<file path="src/rtl/fetch_unit_pkg.sv">
// Shared definitions for the fetch stage: default widths, fetch states and
// the decoder opcodes that drive jump/branch/flag/halt controls.
package fetch_unit_pkg;

  localparam int unsigned PC_W   = 10;
  localparam int unsigned LUT_AW = 5;

  typedef enum logic [1:0] {
    IDLE = 2'd0,
    RUN  = 2'd1,
    DONE = 2'd2
  } fetch_state_e;

  localparam logic [3:0] OP_JMP  = 4'hA;
  localparam logic [3:0] OP_BR   = 4'hB;
  localparam logic [3:0] OP_CEQ  = 4'hC;
  localparam logic [3:0] OP_CLT  = 4'hD;
  localparam logic [3:0] OP_HALT = 4'hF;

endpackage

</file>
<file path="src/rtl/fetch_unit_if.sv">
// Control/status bundle between the decoder side (master) and the fetch
// stage (slave).
interface fetch_unit_if #(
  parameter int unsigned PC_W   = 10,
  parameter int unsigned LUT_AW = 5
);
  logic              Start;
  logic [PC_W-1:0]   StartAddr;
  logic              jump_en;
  logic              branch_en;
  logic              flag_write;
  logic              flag_in;
  logic              halt;
  logic [LUT_AW-1:0] LutIdx;
  logic              lut_we;
  logic [LUT_AW-1:0] lut_waddr;
  logic [PC_W-1:0]   lut_wdata;
  logic [PC_W-1:0]   ProgCtr;
  logic              Flag;
  logic              Running;
  logic              Done;

  modport master (
    output Start, StartAddr, jump_en, branch_en, flag_write, flag_in, halt,
           LutIdx, lut_we, lut_waddr, lut_wdata,
    input  ProgCtr, Flag, Running, Done
  );

  modport slave (
    input  Start, StartAddr, jump_en, branch_en, flag_write, flag_in, halt,
           LutIdx, lut_we, lut_waddr, lut_wdata,
    output ProgCtr, Flag, Running, Done
  );
endinterface

</file>
<file path="src/rtl/fetch_unit_branch_lut.sv">
// Branch-target table: async-cleared register file, one synchronous write
// port and one combinational read port.
module branch_lut
  import fetch_unit_pkg::*;
#(
  parameter int unsigned PC_W   = fetch_unit_pkg::PC_W,
  parameter int unsigned LUT_AW = fetch_unit_pkg::LUT_AW
) (
  input  logic              clk,
  input  logic              rst_n,
  input  logic              we,
  input  logic [LUT_AW-1:0] waddr,
  input  logic [PC_W-1:0]   wdata,
  input  logic [LUT_AW-1:0] raddr,
  output logic [PC_W-1:0]   rdata
);
  localparam int unsigned DEPTH = 1 << LUT_AW;

  logic [PC_W-1:0] mem_q [DEPTH];
  logic [PC_W-1:0] mem_d [DEPTH];

  always_comb begin
    mem_d = mem_q;
    if (we) mem_d[waddr] = wdata;
  end

  always_ff @(posedge clk or negedge rst_n) begin
    if (!rst_n) begin
      for (int unsigned i = 0; i < DEPTH; i++) mem_q[i] <= '0;
    end else begin
      mem_q <= mem_d;
    end
  end

  assign rdata = mem_q[raddr];
endmodule

</file>
<file path="src/rtl/fetch_unit.sv">
// Program counter, compare flag and IDLE/RUN/DONE sequencing for the
// 9-bit-instruction core; jump/branch targets come from branch_lut.
module fetch_unit
  import fetch_unit_pkg::*;
#(
  parameter int unsigned PC_W   = fetch_unit_pkg::PC_W,
  parameter int unsigned LUT_AW = fetch_unit_pkg::LUT_AW
) (
  input  logic   Clk,
  input  logic   Reset_n,
  fetch_unit_if.slave bus
);
  fetch_state_e    state_q, state_d;
  logic [PC_W-1:0] pc_q, pc_d;
  logic            flag_q, flag_d;
  logic            running_q, running_d;
  logic            done_q, done_d;
  logic [PC_W-1:0] lut_rdata;

  // Table is writable only while no program is executing.
  branch_lut #(.PC_W(PC_W), .LUT_AW(LUT_AW)) u_lut (
    .clk   (Clk),
    .rst_n (Reset_n),
    .we    (bus.lut_we && (state_q != RUN)),
    .waddr (bus.lut_waddr),
    .wdata (bus.lut_wdata),
    .raddr (bus.LutIdx),
    .rdata (lut_rdata)
  );

  always_comb begin
    state_d = state_q;
    pc_d    = pc_q;
    flag_d  = flag_q;
    unique case (state_q)
      IDLE, DONE: begin
        if (bus.Start) begin
          pc_d    = bus.StartAddr;
          flag_d  = 1'b0;
          state_d = RUN;
        end
      end
      RUN: begin
        // Branch tests the already-registered flag, never this cycle's write.
        if (bus.flag_write) flag_d = bus.flag_in;
        if (bus.halt)
          state_d = DONE;
        else if (bus.jump_en || (bus.branch_en && flag_q))
          pc_d = lut_rdata;
        else
          pc_d = pc_q + PC_W'(1);
      end
      default: state_d = IDLE;
    endcase
    running_d = (state_d == RUN);
    done_d    = (state_d == DONE);
  end

  always_ff @(posedge Clk or negedge Reset_n) begin
    if (!Reset_n) begin
      state_q   <= IDLE;
      pc_q      <= '0;
      flag_q    <= 1'b0;
      running_q <= 1'b0;
      done_q    <= 1'b0;
    end else begin
      state_q   <= state_d;
      pc_q      <= pc_d;
      flag_q    <= flag_d;
      running_q <= running_d;
      done_q    <= done_d;
    end
  end

  assign bus.ProgCtr = pc_q;
  assign bus.Flag    = flag_q;
  assign bus.Running = running_q;
  assign bus.Done    = done_q;
endmodule

</file>
<file path="src/flat_wrapper.sv">
// flat-port wrapper written by rule: the top's interface ports become plain ports
module fetch_unit_flat import fetch_unit_pkg::*;
#(
  parameter int unsigned PC_W   = fetch_unit_pkg::PC_W,
  parameter int unsigned LUT_AW = fetch_unit_pkg::LUT_AW
)
  (Clk, Reset_n, bus_Start, bus_StartAddr, bus_jump_en, bus_branch_en, bus_flag_write, bus_flag_in, bus_halt, bus_LutIdx, bus_lut_we, bus_lut_waddr, bus_lut_wdata, bus_ProgCtr, bus_Flag, bus_Running, bus_Done);
  fetch_unit_if #(.PC_W(PC_W), .LUT_AW(LUT_AW)) bus_i ();
  input  logic Clk;
  input  logic Reset_n;
  input wire logic [$bits(bus_i.Start)-1:0] bus_Start;
  input wire logic [$bits(bus_i.StartAddr)-1:0] bus_StartAddr;
  input wire logic [$bits(bus_i.jump_en)-1:0] bus_jump_en;
  input wire logic [$bits(bus_i.branch_en)-1:0] bus_branch_en;
  input wire logic [$bits(bus_i.flag_write)-1:0] bus_flag_write;
  input wire logic [$bits(bus_i.flag_in)-1:0] bus_flag_in;
  input wire logic [$bits(bus_i.halt)-1:0] bus_halt;
  input wire logic [$bits(bus_i.LutIdx)-1:0] bus_LutIdx;
  input wire logic [$bits(bus_i.lut_we)-1:0] bus_lut_we;
  input wire logic [$bits(bus_i.lut_waddr)-1:0] bus_lut_waddr;
  input wire logic [$bits(bus_i.lut_wdata)-1:0] bus_lut_wdata;
  output wire logic [$bits(bus_i.ProgCtr)-1:0] bus_ProgCtr;
  output wire logic [$bits(bus_i.Flag)-1:0] bus_Flag;
  output wire logic [$bits(bus_i.Running)-1:0] bus_Running;
  output wire logic [$bits(bus_i.Done)-1:0] bus_Done;
  assign bus_i.Start = bus_Start;
  assign bus_i.StartAddr = bus_StartAddr;
  assign bus_i.jump_en = bus_jump_en;
  assign bus_i.branch_en = bus_branch_en;
  assign bus_i.flag_write = bus_flag_write;
  assign bus_i.flag_in = bus_flag_in;
  assign bus_i.halt = bus_halt;
  assign bus_i.LutIdx = bus_LutIdx;
  assign bus_i.lut_we = bus_lut_we;
  assign bus_i.lut_waddr = bus_lut_waddr;
  assign bus_i.lut_wdata = bus_lut_wdata;
  assign bus_ProgCtr = bus_i.ProgCtr;
  assign bus_Flag = bus_i.Flag;
  assign bus_Running = bus_i.Running;
  assign bus_Done = bus_i.Done;
  fetch_unit #(.PC_W(PC_W), .LUT_AW(LUT_AW)) u_core (.Clk(Clk), .Reset_n(Reset_n), .bus(bus_i));
endmodule
</file>
<file path="config.mk">
export PLATFORM = sky130hd
export DESIGN_NAME = fetch_unit_flat
export DESIGN_NICKNAME = d
export VERILOG_FILES = /design/src/rtl/fetch_unit_pkg.sv /design/src/rtl/fetch_unit_if.sv /design/src/rtl/fetch_unit_branch_lut.sv /design/src/rtl/fetch_unit.sv /design/src/flat_wrapper.sv
export SDC_FILE = /design/constraint.sdc
export NUM_CORES = 1
export LEC_CHECK = 0
export BUFFER_PORTS_ARGS = -buffer_cell sky130_fd_sc_hd__buf_2
export CORE_AREA = 2 2 136 271
export DETAILED_ROUTE_END_ITERATION = 7
export DIE_AREA = 0 0 138 273
export SETUP_SLACK_MARGIN = 0.02
export SYNTH_ARGS = -nofsm -noshare
export SYNTH_HDL_FRONTEND = slang
export SYNTH_SLANG_ARGS = --single-unit
</file>
<file path="constraint.sdc">
create_clock -name Clk -period 5.4 [get_ports Clk]
set_input_delay 0.81 -clock Clk [delete_from_list [all_inputs] [get_ports Clk]]
set_output_delay 0.81 -clock Clk [all_outputs]
set_load 0.005 [all_outputs]
</file>
After elaboration in Yosys (flattened, before gate mapping)
Cells that the tools add are included.

operators by class
  add/sub/neg operators = 1
  $lt $le $gt $ge = 3
  equal/unequal tests = 8
  muxes and demuxes = 16
  bitwise operators = 2
  reductions and logical operators = 9

operators with widths
  cell                                                                   count
  320-bit bitwise mux                                                    1
  10-bit 2-to-1 mux                                                      6
  10-bit binary-select mux with 5-bit select                             1
  10-bit demux with 5-bit select                                         1
  10-bit one-hot mux with 2 select lines                                 1
  6-bit greater-or-equal comparator (second input constant)              2
  5-bit NOT with 6-bit output                                            2
  10-bit by 1-bit adder with 10-bit output (second input constant)       1
  6-bit by 1-bit < comparator with 1-bit output (second input constant)  1
  2-bit != test (second input constant)                                  3
  3-bit AND reduction                                                    2
  2-bit by 1-bit == test with 1-bit output (second input constant)       2
  2-bit == test (second input constant)                                  2
  2-bit 2-to-1 mux                                                       2
  2-bit one-hot mux with 2 select lines                                  1
  1-bit logical AND                                                      3
  2-bit logical NOT                                                      1
  1-bit 2-to-1 mux                                                       2
  2-bit by 1-bit != test with 1-bit output (second input constant)       1
  1-bit one-hot mux with 2 select lines                                  1
  2-bit nonzero test                                                     1
  2-bit OR reduction                                                     1
  1-bit logical OR                                                       1

storage, ports and cells
  register bits after elaboration = 335
  bits of input ports = 39
  output and inout bits = 13
  word-level logic and storage cells = 76

Depth between registers and ports, before layout
  word-level depth = 7
  gate-level depth with buffers = 8
  depth with buffers taken out = 6

Cells and area by module
A second synthesis with hierarchy kept.

second synthesis, totals
  cell total of the unflattened synthesis = 1184
  area total of the unflattened synthesis = 16039.1 µm²

modules (own cells, without submodules)
  module      times used  cells each  area each (µm²)  seq. area each (µm²)
  branch_lut  1           1084        15110.7          8007.7
  fetch_unit  1           100         928.4            375.4

Least setup slack after synthesis
No wires, ideal clock.

  path kind = input-to-reg
  start point = input bus_lut_waddr[4]
  end point = register u_core.u_lut.mem_q[310] (netlist name)
  setup time = 125 ps
  data arrival time = 2281 ps
  required time = 5275 ps
  setup slack = 2994 ps
  stages on the path = 6
  buffers on the path = 3
  cell sequence = buf_6 or3_1 buf_2 or4_4 buf_6 mux2_4

on the way
  word-level cells in the longest chain between the ends = 6
  elaborated cells between the ends (all ways) = 7
  those cells by class = 2 x order compare; 3 x mux; 1 x bitwise; 1 x reduce/logical

ends and longest elaborated chain
  element                                                                                                                   line                         text
  start: declaration                                                                                                        flat_wrapper.sv:20           input wire logic [$bits(bus_i.lut_waddr)-1:0] bus_lut_waddr;
  5-bit NOT with 6-bit output (implied by the code) *                                                                       fetch_unit_branch_lut.sv:24  if (we) mem_d[waddr] = wdata;
  6-bit greater-or-equal comparator (implied by the code) or 6-bit by 1-bit < comparator with 1-bit output (tied branches)  fetch_unit_branch_lut.sv:24
  1-bit logical AND (implied by the code)                                                                                   fetch_unit_branch_lut.sv:24
  10-bit 2-to-1 mux (implied by the code)                                                                                   fetch_unit_branch_lut.sv:24
  10-bit demux with 5-bit select *                                                                                          fetch_unit_branch_lut.sv:24
  320-bit bitwise mux *                                                                                                     fetch_unit_branch_lut.sv:24
  end signal: assignment                                                                                                    fetch_unit_branch_lut.sv:31  mem_q <= mem_d;
  end: declaration                                                                                                          fetch_unit_branch_lut.sv:19  logic [PC_W-1:0] mem_q [DEPTH];

Mark *: on every way between the ends. The rest lies on a longest branch, timed or not.
A chain may end at the register's enable or synchronous reset.

Final worst setup path
  start point = register u_core.state_q[0]
  end point = register u_core.u_lut.mem_q[258] (netlist name)

on the way
  word-level cells in the longest chain between the ends = 2

ends and longest elaborated chain
  element                                   line              text
  start: declaration                        fetch_unit.sv:13  fetch_state_e state_q, state_d;
  start signal: assignment                  fetch_unit.sv:67  state_q <= state_d;
  2-bit by 1-bit != test with 1-bit output  fetch_unit.sv:24  .we (bus.lut_we && (state_q != RUN)),
  1-bit logical AND                         fetch_unit.sv:24

Every way passes these cells.

==> impl_metrics.sql <==
INSERT INTO impl_metrics (metric_group, metric, value, unit) VALUES
('floorplan', 'start_util', '44.6', '%'),
('yosys', 'synth-edff-count', '0', ''),
('grt', 'grt_use_met1', '25.1', '%'),
('final_layout', 'regArea', '8380', 'um2'),
('sta', 'grt_setup_unrepaired', 'no', ''),
('route', 'postRouteAntennaNets', '0', ''),
('grt', 'grt_max_degree', '131', ''),
('sta', 'period_needed', '3.00', 'ns'),
('status', 'run_status', 'completed', ''),
('clock_tree', 'clkSlewWorstSetupHoldPaths', '0.07', 'ns'),
('grt', 'busiest_layer', 'met2', ''),
('route', 'avgViaCountPerCell', '5.88', ''),
('floorplan', 'core_area', '35600', 'um2'),
('yosys', 'synth.avg_cell_area', '14.2', 'um2'),
('sta', 'fin_tns_setup', '0', 'ns'),
('clock_tree', 'cts_tree', 'yes', ''),
('clock_tree', 'cts_num_sinks', '335', ''),
('route', 'drt-initial-drc-count', '404', ''),
('yosys', 'synth_cells', '1115', ''),
('final_layout', 'final_common_cell', 'sky130_fd_sc_hd__dfrtp_1', ''),
('yosys', 'ys_seq_elements', '335', ''),
('yosys', 'syn-num-nets', '1155', ''),
('clock_tree', 'cts_hold_buf', '0', ''),
('route', 'drc_errors', '0', ''),
('floorplan', 'dieArea', '37700', 'um2'),
('yosys', 'synth-async-reset-ratio', '100', '%'),
('placed_design', 'place.detailed.hpwl', '27400', 'um'),
('sta', 'worst_slew_margin_rel', '28.7', '%'),
('final_layout', 'fill_cells', '3165', ''),
('yosys', 'synth_sequential_area_ratio', '52.9', '%'),
('grt', 'grt.met3_usage', '2.30', '%'),
('clock_tree', 'clockRootBuffer', 'sky130_fd_sc_hd__clkbuf_16', ''),
('final_layout', 'multi_input_area', '7080', 'um2'),
('grt', 'use_met2', '41.1', '%'),
('route', 'detailroute.via_count', '9438', ''),
('final_layout', 'post_layout_nonfiller_instances', '1604', ''),
('final_layout', 'layout-area-overhead-vs-synth', '10.1', '%'),
('sta', 'setup_violations', '0', ''),
('final_layout', 'nets', '1171', ''),
('critical_path', 'arrival_time_at_the_worst_endpoint', '3.46', 'ns'),
('grt', 'antenna_violations_before_repair', '1', ''),
('critical_path', 'worstSetupStartpointType', 'flip-flop', ''),
('floorplan', 'die-height', '273', 'um'),
('sta', 'fin_worst_skew', '0.0290', 'ns'),
('sta', 'number_of_max_slew_violations_in_the_final_report', '0', ''),
('grt', 'track_usage', '21.7', '%'),
('sta', 'max_clk_rate', '333', 'MHz'),
('yosys', 'synth.distinct_cells', '53', ''),
('clock_tree', 'cts_max_path_buffers', '3', ''),
('final_layout', 'n_antenna_cell', '0', ''),
('critical_path', 'worst-endpoint-required', '5.86', 'ns'),
('yosys', 'syn-cell-area', '15800', 'um2'),
('power', 'ir_drop_worst_case_vdd', '0.244', 'mV'),
('critical_path', 'worst-setup-path-type', 'flip-flop to flip-flop', ''),
('clock_tree', 'cts.repair_timing.setup_buffer_count', '0', ''),
('sta', 'worst_pin_slew', '1.07', 'ns'),
('critical_path', 'worstSetupEndpointType', 'flip-flop', ''),
('route', 'length_of_the_first_detailed_routing_pass_in_iterations', '4', ''),
('yosys', 'synth_flop_cell', 'sky130_fd_sc_hd__dfrtp_1', ''),
('job', 'timing.max_cap.violations', '0', ''),
('route', 'wl_per_cell', '25.2', 'um'),
('clock_tree', 'ctsResizeCount', '0', ''),
('placed_design', 'place_congestion', '0.793', ''),
('grt', 'grt_overflow', '0', ''),
('power', 'cellPowerDensity', '398', 'nW/um2'),
('floorplan', 'core.rowCount', '98', ''),
('final_layout', 'drive_gt1_share', '44.6', '%'),
('route', 'drt_wl_total', '40400', 'um'),
('critical_path', 'cp_max_fo', '20', ''),
('floorplan', 'io_pins', '52', ''),
('final_layout', 'final_cell_mix', '335 x sky130_fd_sc_hd__dfrtp_1, 315 x sky130_fd_sc_hd__mux2_2, 67 x sky130_fd_sc_hd__mux2i_1', ''),
('sta', 'min_period_over_period', '55.6', '%'),
('sta', 'finalHoldViolCount', '0', ''),
('yosys', 'ys_warn_count', '0', ''),
('placed_design', 'number_of_placed_instances_with_taps_included', '1548', ''),
('worst_hold_path', 'hp-class', 'input pin to async pin', ''),
('clock_tree', 'clock_insertion_delay_worst_skew', '0.60', 'ns'),
('grt', 'first_global_vias', '10306', ''),
('grt', 'grt_first_pass_wirelength', '62900', 'um'),
('placed_design', 'buffer_ports.inserted', '51', ''),
('floorplan', 'die_outline_width', '138', 'um'),
('clock_tree', 'cts-buffers-inserted', '31', ''),
('clock_tree', 'cts-htree-levels', '1', ''),
('power', 'cellLeakagePower', '0.00793', 'uW');
[worst max-delay path: stages, from the launching register on]
cell and delay (ns):
sky130_fd_sc_hd__dfrtp_1 0.59, sky130_fd_sc_hd__nand2b_1 0.43, sky130_fd_sc_hd__nand4b_1 0.55, sky130_fd_sc_hd__nor2_2 0.87, sky130_fd_sc_hd__mux2_2 0.41
[stage by stage]
stage	power, uW	hold WS (ns)	utilization [%]	setup WS, ns	area [um2]
6_report	6950	0.271	49.1	2.40	17400
2_1_floorplan	4280	0.475	-	2.99	15800
3_3_place_gp	4670	0.482	46.1	2.08	16400
4_1_cts	7020	0.332	49.1	2.39	17400
5_1_grt	7290	0.355	49.1	2.24	17400
3_5_place_dp	4720	0.491	46.1	2.15	16400
[cell families after synthesis]
group	count (synthesis)	share of synthesized area, %
flops	335	52.9
simple gates	161	5.57
mux	442	34.7
buf+inv	78	2.40
xor+xnor	5	0.276
compound gates	93	4.10
fa+ha+maj	1	0.0790
[final cells by class]
type,instances,area share (%)
sequential,335,48.0
tap,450,3.23
multi-input combinational,702,40.6
inverter,2,0.0430
clock buffer,46,5.23
timing repair buffer,59,2.11
clock inverter,10,0.753
[sequential cells by signal, summed over array words and instances, names as in the netlist]
| signal | cells |
|---|---|
| u_core.bus.ProgCtr | 10 |
| u_core.u_lut.mem_q | 320 |
| u_core.state_q | 2 |
| u_core.bus.Flag | 1 |
| u_core.bus.Running | 1 |
| u_core.bus.Done | 1 |
[where the power goes]
part / internal (uW) / switching (uW)
clock: 1310 / 984
sequential: 3050 / 320
combinational: 733 / 558
[per-layer routing]
metal  wire length [um]  share of wire, %
met5                 13             0.032
met4               1370               3.4
met3               1370               3.4
met2              22400                55
met1              15200                38
[cells in the mapped netlist (2+ instances only)]
cell type | number | area (um2)
sky130_fd_sc_hd__dfrtp_1 | 335 | 8380
sky130_fd_sc_hd__mux2_2 | 315 | 3550
sky130_fd_sc_hd__mux2i_1 | 67 | 671
sky130_fd_sc_hd__mux4_2 | 50 | 1130
sky130_fd_sc_hd__clkbuf_1 | 41 | 154
sky130_fd_sc_hd__nand2_1 | 39 | 146
sky130_fd_sc_hd__nor2_2 | 24 | 150
sky130_fd_sc_hd__buf_2 | 22 | 110
sky130_fd_sc_hd__nor2_1 | 21 | 78.8
sky130_fd_sc_hd__o21ai_0 | 18 | 90.1
sky130_fd_sc_hd__a22oi_1 | 17 | 128
sky130_fd_sc_hd__nand3_1 | 13 | 65.1
sky130_fd_sc_hd__a21oi_1 | 12 | 60.1
sky130_fd_sc_hd__nor2b_1 | 12 | 75.1
sky130_fd_sc_hd__mux2_4 | 10 | 150
sky130_fd_sc_hd__nand2b_1 | 8 | 50.1
sky130_fd_sc_hd__nor3_1 | 8 | 40.0
sky130_fd_sc_hd__a211oi_1 | 7 | 52.6
sky130_fd_sc_hd__o22ai_1 | 7 | 43.8
sky130_fd_sc_hd__a22o_1 | 6 | 52.6
sky130_fd_sc_hd__buf_4 | 6 | 45.0
sky130_fd_sc_hd__nand4_1 | 6 | 37.5
sky130_fd_sc_hd__a221oi_1 | 5 | 43.8
sky130_fd_sc_hd__buf_6 | 5 | 56.3
sky130_fd_sc_hd__and2_1 | 4 | 25.0
sky130_fd_sc_hd__nand3b_1 | 4 | 30.0
sky130_fd_sc_hd__nand4b_1 | 3 | 26.3
sky130_fd_sc_hd__nor3b_1 | 3 | 22.5
sky130_fd_sc_hd__o2111ai_1 | 3 | 26.3
sky130_fd_sc_hd__o211a_1 | 3 | 30.0
sky130_fd_sc_hd__o211ai_1 | 3 | 22.5
sky130_fd_sc_hd__o2bb2ai_1 | 3 | 26.3
sky130_fd_sc_hd__or4_1 | 3 | 22.5
sky130_fd_sc_hd__xnor2_1 | 3 | 26.3
sky130_fd_sc_hd__a21o_1 | 2 | 15.0
sky130_fd_sc_hd__a32o_1 | 2 | 20.0
sky130_fd_sc_hd__and3_1 | 2 | 12.5
sky130_fd_sc_hd__buf_1 | 2 | 7.51
sky130_fd_sc_hd__inv_1 | 2 | 7.51
sky130_fd_sc_hd__nand3_2 | 2 | 20.0
sky130_fd_sc_hd__nand4_2 | 2 | 25.0
sky130_fd_sc_hd__nor4_1 | 2 | 12.5
sky130_fd_sc_hd__o311ai_0 | 2 | 17.5
sky130_fd_sc_hd__xor2_1 | 2 | 17.5
[worst paths after layout]
kind / from / end / slack (ns) / cells past startpoint
max reg2reg: u_core.state_q[0] / u_core.u_lut.mem_q[258] / 2.40 / 4
min: Reset_n / u_core.u_lut.mem_q[152] / 0.27 / 1
max in group asynchronous: Reset_n / u_core.u_lut.mem_q[57] / 3.73 / 2
max: u_core.state_q[0] / u_core.u_lut.mem_q[258] / 2.40 / 4
min in group Clk: bus_flag_in / u_core.bus.Flag / 0.46 / 3
min reg2reg: u_core.u_lut.mem_q[122] / u_core.u_lut.mem_q[122] / 0.50 / 1
(Power assumes the default switching activity.)
